$ cat config.mk
export PLATFORM = sky130hd
export DESIGN_NAME = hdmi_rx_decode
export DESIGN_NICKNAME = d
export VERILOG_FILES = /design/src/rtl/hdmi_rx_decode.sv
export SDC_FILE = /design/constraint.sdc
export NUM_CORES = 1
export LEC_CHECK = 0
export BUFFER_PORTS_ARGS = -buffer_cell sky130_fd_sc_hd__buf_2
export CAP_MARGIN = 25
export CORE_AREA = 2 2 124 114
export CTS_BUF_LIST = sky130_fd_sc_hd__clkbuf_8
export CTS_CLUSTER_SIZE = 20
export DETAILED_ROUTE_END_ITERATION = 12
export DIE_AREA = 0 0 126 116
export GPL_ROUTABILITY_DRIVEN = 1
export PLACE_DENSITY = 0.85
export SYNTH_ARGS = -nofsm -noshare
export SYNTH_HDL_FRONTEND = slang
export SYNTH_SLANG_ARGS = --single-unit
export TNS_END_PERCENT = 5
$ cat constraint.sdc
create_clock -name pix_clk -period 6.5 [get_ports pix_clk]
set_input_delay 1.3 -clock pix_clk [delete_from_list [all_inputs] [get_ports pix_clk]]
set_output_delay 1.3 -clock pix_clk [all_outputs]
set_load 0.01 [all_outputs]
$ cat src/rtl/hdmi_rx_decode.sv
// hdmi_rx_decode: TMDS word alignment, period tracking and
// video / TERC4 / control-token decode for an HDMI or DVI sink.
module hdmi_rx_decode #(
    parameter string MODE          = "HDMI",
    parameter int    SEARCH_WINDOW = 4096,
    parameter int    PREAMBLE_MIN  = 8
) (
    input  logic       pix_clk,
    input  logic       rst_n,
    input  logic [9:0] tmds_b,
    input  logic [9:0] tmds_g,
    input  logic [9:0] tmds_r,
    output logic [2:0] bitslip,
    output logic       aligned,
    output logic [7:0] blue,
    output logic [7:0] green,
    output logic [7:0] red,
    output logic       hsync,
    output logic       vsync,
    output logic       vde,
    output logic [3:0] aux0,
    output logic [3:0] aux1,
    output logic [3:0] aux2,
    output logic       ade,
    output logic       err
);

    localparam bit         IS_DVI = (MODE == "DVI");
    localparam int         SW_W   = $clog2(SEARCH_WINDOW);
    localparam logic [7:0] PMIN   = 8'(PREAMBLE_MIN);
    localparam logic [9:0] CTL0   = 10'b1101010100;
    localparam logic [9:0] CTL1   = 10'b0010101011;
    localparam logic [9:0] CTL2   = 10'b0101010100;
    localparam logic [9:0] CTL3   = 10'b1010101011;
    localparam logic [9:0] GB     = 10'b0100110011;

    typedef enum logic [2:0] {
        CTRL, VGB, VIDEO, DGB_L, ISLAND, DGB_T
    } period_t;

    function automatic logic is_ctl(input logic [9:0] s);
        return (s == CTL0) || (s == CTL1) || (s == CTL2) || (s == CTL3);
    endfunction

    function automatic logic [1:0] ctl_val(input logic [9:0] s);
        logic [1:0] v;
        case (s)
            CTL1:    v = 2'b01;
            CTL2:    v = 2'b10;
            CTL3:    v = 2'b11;
            default: v = 2'b00;
        endcase
        return v;
    endfunction

    // Returns {valid, code}.
    function automatic logic [4:0] terc4(input logic [9:0] s);
        logic [4:0] v;
        case (s)
            10'b1010011100: v = 5'h10;
            10'b1001100011: v = 5'h11;
            10'b1011100100: v = 5'h12;
            10'b1011100010: v = 5'h13;
            10'b0101110001: v = 5'h14;
            10'b0100011110: v = 5'h15;
            10'b0110001110: v = 5'h16;
            10'b0100111100: v = 5'h17;
            10'b1011001100: v = 5'h18;
            10'b0100111001: v = 5'h19;
            10'b0110011100: v = 5'h1a;
            10'b1011000110: v = 5'h1b;
            10'b1010001110: v = 5'h1c;
            10'b1001110001: v = 5'h1d;
            10'b0101100011: v = 5'h1e;
            10'b1011000011: v = 5'h1f;
            default:        v = 5'h00;
        endcase
        return v;
    endfunction

    function automatic logic [7:0] vdec(input logic [9:0] s);
        logic [7:0] b;
        logic [7:0] d;
        b      = s[9] ? ~s[7:0] : s[7:0];
        d[0]   = b[0];
        d[7:1] = s[8] ? (b[7:1] ^ b[6:0]) : ~(b[7:1] ^ b[6:0]);
        return d;
    endfunction

    // Async assert, pix_clk-synchronous release.
    logic [1:0] rst_sync;
    logic       rst_s;

    always_ff @(posedge pix_clk or negedge rst_n) begin
        if (!rst_n) rst_sync <= 2'b00;
        else        rst_sync <= {rst_sync[0], 1'b1};
    end

    assign rst_s = rst_sync[1];

    logic [9:0] sym [3];
    logic [2:0] lock;

    assign sym[0] = tmds_b;
    assign sym[1] = tmds_g;
    assign sym[2] = tmds_r;

    for (genvar i = 0; i < 3; i++) begin : g_align
        logic [SW_W-1:0] srch;
        logic [1:0]      hold;
        logic [3:0]      run;
        logic            lk;
        logic            bs;

        always_ff @(posedge pix_clk or negedge rst_s) begin
            if (!rst_s) begin
                srch <= '0;
                hold <= 2'd0;
                run  <= 4'd0;
                lk   <= 1'b0;
                bs   <= 1'b0;
            end else begin
                bs <= 1'b0;
                if (hold != 2'd0) begin
                    hold <= hold - 2'd1;
                end else if (is_ctl(sym[i])) begin
                    srch <= '0;
                    if (run == 4'd11) lk  <= 1'b1;
                    else              run <= run + 4'd1;
                end else if (srch == SW_W'(SEARCH_WINDOW - 1)) begin
                    bs   <= 1'b1;
                    srch <= '0;
                    hold <= 2'd3;
                    run  <= 4'd0;
                    lk   <= 1'b0;
                end else begin
                    srch <= srch + SW_W'(1);
                    run  <= 4'd0;
                end
            end
        end

        assign lock[i]    = lk;
        assign bitslip[i] = bs;
    end

    always_ff @(posedge pix_clk or negedge rst_s) begin
        if (!rst_s) aligned <= 1'b0;
        else        aligned <= &lock;
    end

    logic       b_ctl, g_ctl, r_ctl;
    logic [1:0] g_cv, r_cv;
    logic [4:0] b_t4, g_t4, r_t4;

    assign b_ctl = is_ctl(tmds_b);
    assign g_ctl = is_ctl(tmds_g);
    assign r_ctl = is_ctl(tmds_r);
    assign g_cv  = ctl_val(tmds_g);
    assign r_cv  = ctl_val(tmds_r);
    assign b_t4  = terc4(tmds_b);
    assign g_t4  = terc4(tmds_g);
    assign r_t4  = terc4(tmds_r);

    // state is the period of the symbol now held in s1_*.
    period_t    state, state_n;
    logic       gcnt, gcnt_n;
    logic [7:0] pcnt, pcnt_n;
    logic       pisl, pisl_n;
    logic       bad, err_q;
    logic       pre_ok;

    assign pre_ok = g_ctl && (g_cv == 2'b01) && r_ctl && !r_cv[1];

    always_ff @(posedge pix_clk or negedge rst_s) begin
        if (!rst_s) begin
            state <= CTRL;
            gcnt  <= 1'b0;
            pcnt  <= 8'd0;
            pisl  <= 1'b0;
            err_q <= 1'b0;
        end else begin
            state <= state_n;
            gcnt  <= gcnt_n;
            pcnt  <= pcnt_n;
            pisl  <= pisl_n;
            err_q <= bad;
        end
    end

    always_comb begin
        state_n = state;
        gcnt_n  = 1'b0;
        pcnt_n  = 8'd0;
        pisl_n  = pisl;
        bad     = 1'b0;
        case (state)
            CTRL: begin
                if (pre_ok) begin
                    pisl_n = r_cv[0];
                    if (r_cv[0] != pisl) pcnt_n = 8'd1;
                    else if (pcnt == 8'hff) pcnt_n = pcnt;
                    else pcnt_n = pcnt + 8'd1;
                end
                if (tmds_g == GB && pcnt >= PMIN)
                    state_n = pisl ? DGB_L : VGB;
                else if (!g_ctl)
                    bad = 1'b1;
            end
            VGB: begin
                if (gcnt) state_n = VIDEO;
                else      gcnt_n  = 1'b1;
            end
            VIDEO: begin
                if (b_ctl) state_n = CTRL;
            end
            DGB_L: begin
                if (gcnt) state_n = ISLAND;
                else      gcnt_n  = 1'b1;
            end
            ISLAND: begin
                if (tmds_g == GB && tmds_r == GB) begin
                    state_n = DGB_T;
                end else if (!(b_t4[4] && g_t4[4] && r_t4[4])) begin
                    bad     = 1'b1;
                    state_n = CTRL;
                end
            end
            DGB_T: begin
                if (gcnt) state_n = CTRL;
                else      gcnt_n  = 1'b1;
            end
            default: state_n = CTRL;
        endcase
        if (IS_DVI || !aligned) begin
            state_n = CTRL;
            gcnt_n  = 1'b0;
            pcnt_n  = 8'd0;
            bad     = 1'b0;
        end
    end

    logic [9:0] s1_b, s1_g, s1_r;

    always_ff @(posedge pix_clk or negedge rst_s) begin
        if (!rst_s) begin
            s1_b <= 10'd0;
            s1_g <= 10'd0;
            s1_r <= 10'd0;
        end else begin
            s1_b <= tmds_b;
            s1_g <= tmds_g;
            s1_r <= tmds_r;
        end
    end

    logic       vde_n, ade_n, hs_n, vs_n;
    logic [7:0] blue_n, green_n, red_n;
    logic [3:0] aux0_n, aux1_n, aux2_n;
    logic [4:0] s1b_t4, s1g_t4, s1r_t4;
    logic [1:0] s1b_cv;
    logic       s1b_ctl;

    assign s1b_ctl = is_ctl(s1_b);
    assign s1b_cv  = ctl_val(s1_b);
    assign s1b_t4  = terc4(s1_b);
    assign s1g_t4  = terc4(s1_g);
    assign s1r_t4  = terc4(s1_r);

    always_comb begin
        vde_n   = IS_DVI ? (aligned && !s1b_ctl) : (state == VIDEO);
        ade_n   = !IS_DVI && (state == ISLAND);
        hs_n    = hsync;
        vs_n    = vsync;
        blue_n  = 8'd0;
        green_n = 8'd0;
        red_n   = 8'd0;
        aux0_n  = 4'd0;
        aux1_n  = 4'd0;
        aux2_n  = 4'd0;
        if (vde_n) begin
            blue_n  = vdec(s1_b);
            green_n = vdec(s1_g);
            red_n   = vdec(s1_r);
        end
        if (ade_n) begin
            aux0_n = s1b_t4[3:0];
            aux1_n = s1g_t4[3:0];
            aux2_n = s1r_t4[3:0];
            hs_n   = s1b_t4[0];
            vs_n   = s1b_t4[1];
        end else if (state == CTRL && s1b_ctl) begin
            hs_n = s1b_cv[0];
            vs_n = s1b_cv[1];
        end
    end

    always_ff @(posedge pix_clk or negedge rst_s) begin
        if (!rst_s) begin
            vde   <= 1'b0;
            ade   <= 1'b0;
            err   <= 1'b0;
            hsync <= 1'b0;
            vsync <= 1'b0;
            blue  <= 8'd0;
            green <= 8'd0;
            red   <= 8'd0;
            aux0  <= 4'd0;
            aux1  <= 4'd0;
            aux2  <= 4'd0;
        end else begin
            vde   <= vde_n;
            ade   <= ade_n;
            err   <= err_q;
            hsync <= hs_n;
            vsync <= vs_n;
            blue  <= blue_n;
            green <= green_n;
            red   <= red_n;
            aux0  <= aux0_n;
            aux1  <= aux1_n;
            aux2  <= aux2_n;
        end
    end

endmodule

==> results of run 1 <==
## flip-flops by register name, indices dropped and copies added, names as in the netlist, 8 cells and up
register,cells
s1_r,10
blue,8
red,8
green,8
g_align.run,12
pcnt,8
s1_g,10
s1_b,10
g_align.srch,36
## worst min-delay path by stage
stage	startpoint	to	slack [ps]	cells after the start
2_1_floorplan	err_q$_DFF_PN0_	err$_DFF_PN0_	330	0
3_3_place_gp	err_q$_DFF_PN0_	err$_DFF_PN0_	330	0
3_5_place_dp	rst_sync[0]$_DFF_PN0_	rst_sync[1]$_DFF_PN0_	340	0
4_1_cts	rst_sync[0]$_DFF_PN0_	rst_sync[1]$_DFF_PN0_	360	0
5_1_grt	err_q$_DFF_PN0_	err$_DFF_PN0_	370	0
6_report	err_q$_DFF_PN0_	err$_DFF_PN0_	360	0
## final cells by class
type | count | area (µm²)
Clock buffer | 21 | 289.0
Clock inverter | 9 | 65.06
Fill cell | 1008 | 4267
Inverter | 42 | 157.7
Multi-Input combinational cell | 628 | 4074
Sequential cell | 148 | 3707
Tap cell | 168 | 210.2
Timing Repair Buffer | 79 | 442.9
## power by group through the flow
stage / sequential (W) / combinational [W] / clock, W
5_1_grt: 0.00111 / 0.000258 / 0.000708
4_1_cts: 0.00109 / 0.000223 / 0.000663
6_report: 0.00109 / 0.000225 / 0.000651
3_5_place_dp: 0.00111 / 0.000222 / 0
2_1_floorplan: 0.00108 / 0.000174 / 0
3_3_place_gp: 0.00111 / 0.000213 / 0
## metal layers
layer | GRT usage [%] | up-vias | wire (µm)
met3 | 5.910 | 49 | 958
met1 | 32.17 | 3129 | 7646
li1 | - | 3134 | -
met2 | 39.46 | 221 | 8061
met4 | 11.21 | 0 | 572
met5 | 0 | - | 0
## stage by stage
step / hold WS [ps] / worst slack [ps] / std cells / util [%]
after global routing: 367.2 / 3528 / 1095 / 67.71
final: 358.7 / 3631 / 1095 / 67.71
after detailed placement: 340.4 / 3164 / 1064 / 64.82
after CTS: 360.5 / 3658 / 1094 / 67.50
after floorplan: 331.2 / 2071 / 854 / -
after global placement: 334.7 / 3255 / 1063 / 64.61
## synthesized netlist by cell type (3+ instances only)
master	n
clkbuf_1	25
ha_1	35
xnor2_1	41
nand3b_1	13
a21oi_1	36
a211oi_1	3
o2bb2ai_1	3
o21a_1	3
a32oi_1	3
mux2_2	4
nand4_1	20
and3_1	9
a31oi_1	7
o31ai_1	6
and4b_1	3
nor4b_1	5
nand3_1	36
or2_2	3
mux2i_1	4
o41ai_1	4
a22oi_1	6
buf_6	4
o22ai_1	7
or3_1	4
and4_1	4
nor2b_1	23
nand2b_1	16
nor3_1	24
inv_1	42
dfrtp_1	148
buf_2	3
or3b_2	4
buf_4	4
nor4bb_1	8
nor3b_1	6
nand2_1	66
nor4_1	8
a41oi_1	4
a21o_1	4
nor2_1	86
o21ai_0	51
xor2_1	31
## logic make-up after synthesis
kind of cell    after synthesis  synth area share [%]
simple gates                356                 23.81
compound gates              156                 12.11
flops                       148                 45.62
buf+inv                      78                 4.207
xor+xnor                     72                 7.767
fa+ha+maj                    35                 5.394
mux                           8                 1.048
other cells                   1               0.04619
==> results.py, run 1 <==
metrics = {
    "critical_path": {
        "cp.depth": 6,
        "worst-path-buf-inv": 1,
        "critPathTopFamily": "simple AND/OR/NAND/NOR gates",
        "path_cells": "buf_2 > or3b_4 > or4_4 > o21a_1 > a21oi_1 > nor2_1",
        "critPathLaunchType": "input pin",
        "slowest_stage": "or4_4",
        "cp_max_fo": 6,
        "rrSetupSlack_ps": 4210,
        "crit_type": "input pin to register",
        "cp.arrival_ps": 3190,
        "ff2ff_path_depth": 6,
        "worstReg2RegStart": "s1_g[8]$_DFF_PN0_",
        "critical_path.startpoint": "tmds_r[4]",
        "critPathMaxStageDelay_ps": 550,
        "critPathRequiredTime_ps": 6820,
        "reg2reg_to": "aux1[0]$_DFF_PN0_",
        "end_kind": "register",
        "crit_path_end": "g_align[2].srch[10]$_DFFE_PN0P_",
    },
    "layout": {
        "area_growth_pct": 10.19,
        "antennaDiodeCount": 0,
        "final_cell_mix": "dfrtp_1 (147), nor2_1 (86), buf_2 (76)",
        "stdcell_area_um2": 8946,
        "drive_gt1_share_pct": 13.81,
        "final_common_cell": "dfrtp_1",
        "nNetsFinal": 983,
    },
    "die": {
        "rows": 40,
        "dieHeight_um": 116,
        "start_util_pct": 61.45,
        "io_pins": 77,
        "die_w_um": 126,
        "design.die.area_um2": 14620,
        "core_um2": 13210,
    },
    "timing": {
        "fin_crit_sh_pct": 44.13,
        "fmax_mhz": 348.6,
        "slew_headroom_pct": 39.09,
        "slew_viol_final": 0,
        "tightest_slew_ps": 901.7,
        "hold_violations": 0,
        "clock_skew_ps": 13.88,
        "setup-tns-final_ps": 0,
        "rsz0062_at_grt": "no",
        "setup_viol": 0,
        "fin_crit_ps": 2869,
    },
    "clock_tree": {
        "clk_latency_ps": 460,
        "cts_resized": 0,
        "cts-htree-levels": 4,
        "clk_pin_slew_worst_paths_ps": 80,
        "numCtsBuffers": 17,
        "clkSinkCount": 148,
        "cts_tree": "done",
        "ctsHoldBuffers": 0,
        "clock_path_buffers": 2,
        "cts_setup_buffers": 0,
        "root_buffer": "clkbuf_8",
    },
    "route": {
        "via_count": 6533,
        "viasPerCell": 5.966,
        "drc": 0,
        "drt_iter0_drc": 719,
        "dr.pass1.iters": 5,
        "routed_wl_um": 17240,
        "antenna_left": 0,
        "post_drt_wl_per_cell_um": 15.74,
    },
    "logic_synthesis": {
        "synth_ff_type": "dfrtp_1",
        "synth_warnings": 0,
        "synth_area_leaders": "dfrtp_1 (46%), ha_1 (5.4%), xnor2_1 (4.4%)",
        "syn_nets": 921,
        "syn_inst": 854,
        "ys_async_sr_fraction_pct": 100.0,
        "ys_seq_area_share_pct": 45.62,
        "ys_seq_elements": 148,
        "yosysTopAreaCell": "dfrtp_1",
        "syn_area_um2": 8119,
        "synth_top_area_share_pct": 45.62,
        "synth-edff-count": 0,
        "syn_area_per_cell_um2": 9.507,
        "synth_cell_type_count": 73,
    },
    "pwr": {
        "peakVddDrop_v": 0.0001256,
        "comb_power_share_pct": 11.4,
        "p_int_w": 0.001432,
        "p_clk_share_pct": 33.0,
        "switchingPower_w": 0.0005375,
        "finalPower_w": 0.001970,
        "switching_share_pct": 27.29,
        "leakage_nw": 4.105,
        "power_density_nw_per_um2": 220.2,
        "p_seq_share_pct": 55.6,
    },
    "global_route": {
        "grt_max_degree": 79,
        "grt_usage_pct": 24.62,
        "first_global_vias": 6176,
        "antenna_found_initial": 0,
        "grt-ovfl-total": 0,
        "grt_pass1_wl_um": 28950,
    },
    "flow_run": {
        "cap_violations": 0,
    },
    "hold_path": {
        "hold_path.class": "register to register",
    },
    "placed_design": {
        "place_congestion": 0.9383,
        "io_buffers": 76,
        "dp_hpwl_um": 12260,
        "place_area_um2": 8564,
    },
    "run_status": {
        "outcome": "completed",
    },
}
No activity file was read; power rests on OpenSTA's default activity.
==> inputs of run 2 (changes only) <==
--- a/config.mk
+++ b/config.mk
@@ -5,15 +5,16 @@
 export SDC_FILE = /design/constraint.sdc
 export NUM_CORES = 1
 export LEC_CHECK = 0
+export ABC_AREA = 1
 export BUFFER_PORTS_ARGS = -buffer_cell sky130_fd_sc_hd__buf_2
 export CAP_MARGIN = 25
-export CORE_AREA = 2 2 124 114
+export CORE_AREA = 2 2 132 121
 export CTS_BUF_LIST = sky130_fd_sc_hd__clkbuf_8
 export CTS_CLUSTER_SIZE = 20
 export DETAILED_ROUTE_END_ITERATION = 12
-export DIE_AREA = 0 0 126 116
+export DIE_AREA = 0 0 134 123
 export GPL_ROUTABILITY_DRIVEN = 1
-export PLACE_DENSITY = 0.85
+export PLACE_DENSITY = 0.81
 export SYNTH_ARGS = -nofsm -noshare
 export SYNTH_HDL_FRONTEND = slang
 export SYNTH_SLANG_ARGS = --single-unit
==> constraint.sdc (replaced) <==
create_clock -name pix_clk -period 2.52 [get_ports pix_clk]
set_input_delay 0.504 -clock pix_clk [delete_from_list [all_inputs] [get_ports pix_clk]]
set_output_delay 0.504 -clock pix_clk [all_outputs]
set_load 0.01 [all_outputs]
==> results.py, run 2 <==
metrics = {
    "logic_synthesis": {
        "synth_ff_type": "dfrtp_1",
        "ys_seq_elements": 148,
        "syn_area_per_cell_um2": 7.856,
        "synth_top_area_share_pct": 44.43,
        "syn_nets": 1128,
        "synth_cell_type_count": 51,
        "yosysTopAreaCell": "dfrtp_1",
        "syn_area_um2": 8335,
        "netlist_top_cells_count": "nand2_1 (209), dfrtp_1 (148), inv_1 (147), nor2_1 (145), nand3_1 (57)",
        "ys_async_sr_fraction_pct": 100.0,
        "ys_seq_area_share_pct": 44.43,
        "synth-edff-count": 0,
        "syn_inst": 1061,
        "yosysMostFrequentCell": "nand2_1",
        "synth_warnings": 0,
        "synth_area_leaders": "dfrtp_1 (44%), nand2_1 (9.4%), inv_1 (6.6%)",
    },
    "critical_path": {
        "cp.arrival_ps": 2260,
        "crit_type": "register to register",
        "end_kind": "register",
        "cp_max_fo": 4,
        "critPathLaunchType": "register",
        "critPathRequiredTime_ps": 2850,
    },
    "die": {
        "io_pins": 77,
        "rows": 43,
        "core_um2": 15120,
        "start_util_pct": 55.14,
        "die_w_um": 134,
        "dieHeight_um": 123,
        "design.die.area_um2": 16480,
    },
    "timing": {
        "clock_skew_ps": 9.524,
        "slew_viol_final": 0,
        "fmax_mhz": 518.7,
        "fin_crit_sh_pct": 76.50,
        "setup_viol": 0,
        "setup-tns-final_ps": 0,
        "fin_crit_ps": 1928,
        "hold_violations": 0,
        "rsz0062_at_grt": "no",
    },
    "clock_tree": {
        "numCtsBuffers": 17,
        "clk_pin_slew_worst_paths_ps": 80,
        "clk_latency_ps": 440,
        "cts-htree-levels": 4,
        "cts_tree": "done",
        "clock_path_buffers": 2,
        "cts_setup_buffers": 0,
        "root_buffer": "clkbuf_8",
        "clkSinkCount": 148,
    },
    "hold_path": {
        "hold_path.class": "register to asynchronous set/reset pin",
    },
    "route": {
        "dr.pass1.iters": 6,
        "post_drt_wl_per_cell_um": 13.02,
        "routed_wl_um": 17760,
        "antenna_left": 0,
        "drt_iter0_drc": 537,
        "via_count": 7092,
        "viasPerCell": 5.199,
        "drc": 0,
    },
    "global_route": {
        "grt_max_degree": 85,
        "grt_pass1_wl_um": 30290,
        "antenna_found_initial": 0,
        "grt_usage_pct": 22.78,
        "grt-ovfl-total": 0,
        "first_global_vias": 6730,
    },
    "placed_design": {
        "place_area_um2": 8967,
        "dp_hpwl_um": 13560,
        "place_congestion": 0.9747,
        "io_buffers": 76,
    },
    "layout": {
        "post-route-util_pct": 62.49,
        "largest_reg_flops": 36,
        "stdcell_area_um2": 9448,
        "final_common_cell": "nand2_1",
        "drive_gt1_share_pct": 13.86,
        "top_regs": "g_align.srch (36), g_align.run (12)",
        "final_cell_mix": "nand2_1 (209), inv_1 (148), dfrtp_1 (147)",
        "top_register": "g_align.srch",
        "antennaDiodeCount": 0,
        "area_growth_pct": 13.34,
        "nFillCells": 1285,
        "nNetsFinal": 1217,
    },
    "pwr": {
        "finalPower_w": 0.006114,
        "peakVddDrop_v": 0.0004486,
        "power_density_nw_per_um2": 647.2,
        "leakage_nw": 4.850,
    },
    "flow_run": {
        "cap_violations": 0,
    },
    "run_status": {
        "outcome": "completed",
    },
}
[run 2: through the flow]
step	hold WS, ps	std cells	worst slack, ps
floorplan	208.4	1061	65.06
global placement	161.6	1332	616.1
detailed placement	162.2	1332	544.8
CTS	170.5	1364	604.8
global route	163.5	1364	368.4
finish	164.4	1364	592.2
[run 2: final timing paths]
path	from	endpoint	slack, ps	cells past startpoint
min	rst_sync[1]$_DFF_PN0_	g_align[2].bs$_DFF_PN0_	160	0
min in group pix_clk	tmds_r[8]	s1_r[8]$_DFF_PN0_	210	1
max	s1_b[6]$_DFF_PN0_	hsync$_DFFE_PN0P_	590	9
min reg2reg	rst_sync[1]$_DFF_PN0_	g_align[2].bs$_DFF_PN0_	160	0
max reg2reg	s1_b[6]$_DFF_PN0_	hsync$_DFFE_PN0P_	590	9
max in group asynchronous	rst_sync[1]$_DFF_PN0_	blue[0]$_DFF_PN0_	1690	1
[run 2: layout make-up]
type                       count  area [µm²]  share of cell area [%]
clock inverter                12       209.0                   2.212
inverter                     157       589.3                   6.238
tap                          202       252.7                   2.675
timing repair buffer          83       460.4                   4.874
multi-input combinational    743        3968                   41.99
clock buffer                  19       261.5                   2.768
sequential                   148        3707                   39.24
[run 2: kinds of logic after synthesis]
group,share of synthesized area [%]
flops,44.43
mux,0.1201
simple gates,29.95
compound gates,8.706
fa+ha+maj,5.254
xor+xnor,3.467
buf+inv,8.031
other cells,0.04499
[run 2: repair_timing]
| item | 4_1_cts | 5_1_grt |
|---|---|---|
| gates resized for setup | 0 | 0 |
| hold buffers | 1 | 0 |
| hold endpoints to repair | 2 | 0 |
[run 2: worst max-delay path, cell delays in order (launching register included)]
cell     delay [ps]
dfrtp_1         430
inv_1           120
ha_1            250
nand2_1          70
nor3_1          360
nand2_1         100
nand3_1         110
nand2_1         100
a31oi_1         180
a21oi_1          90
[run 2: power breakdown]
group	switching, W	total (W)	leakage (nW)	internal [W]
Sequential	0.000223	0.00287	1.91	0.00264
Combinational	0.000680	0.00108	2.69	0.000398
Clock	0.000857	0.00217	0.246	0.00131
[run 2: routing by layer]
layer  vias to the layer above  GRT usage, %  share of wire, %
met3                        20         4.879               4.7
met2                       186         38.30                47
met1                      3279         29.62                46
met4                         0         7.513               1.7
met5                         -             0                 0
li1                       3607             -                 -
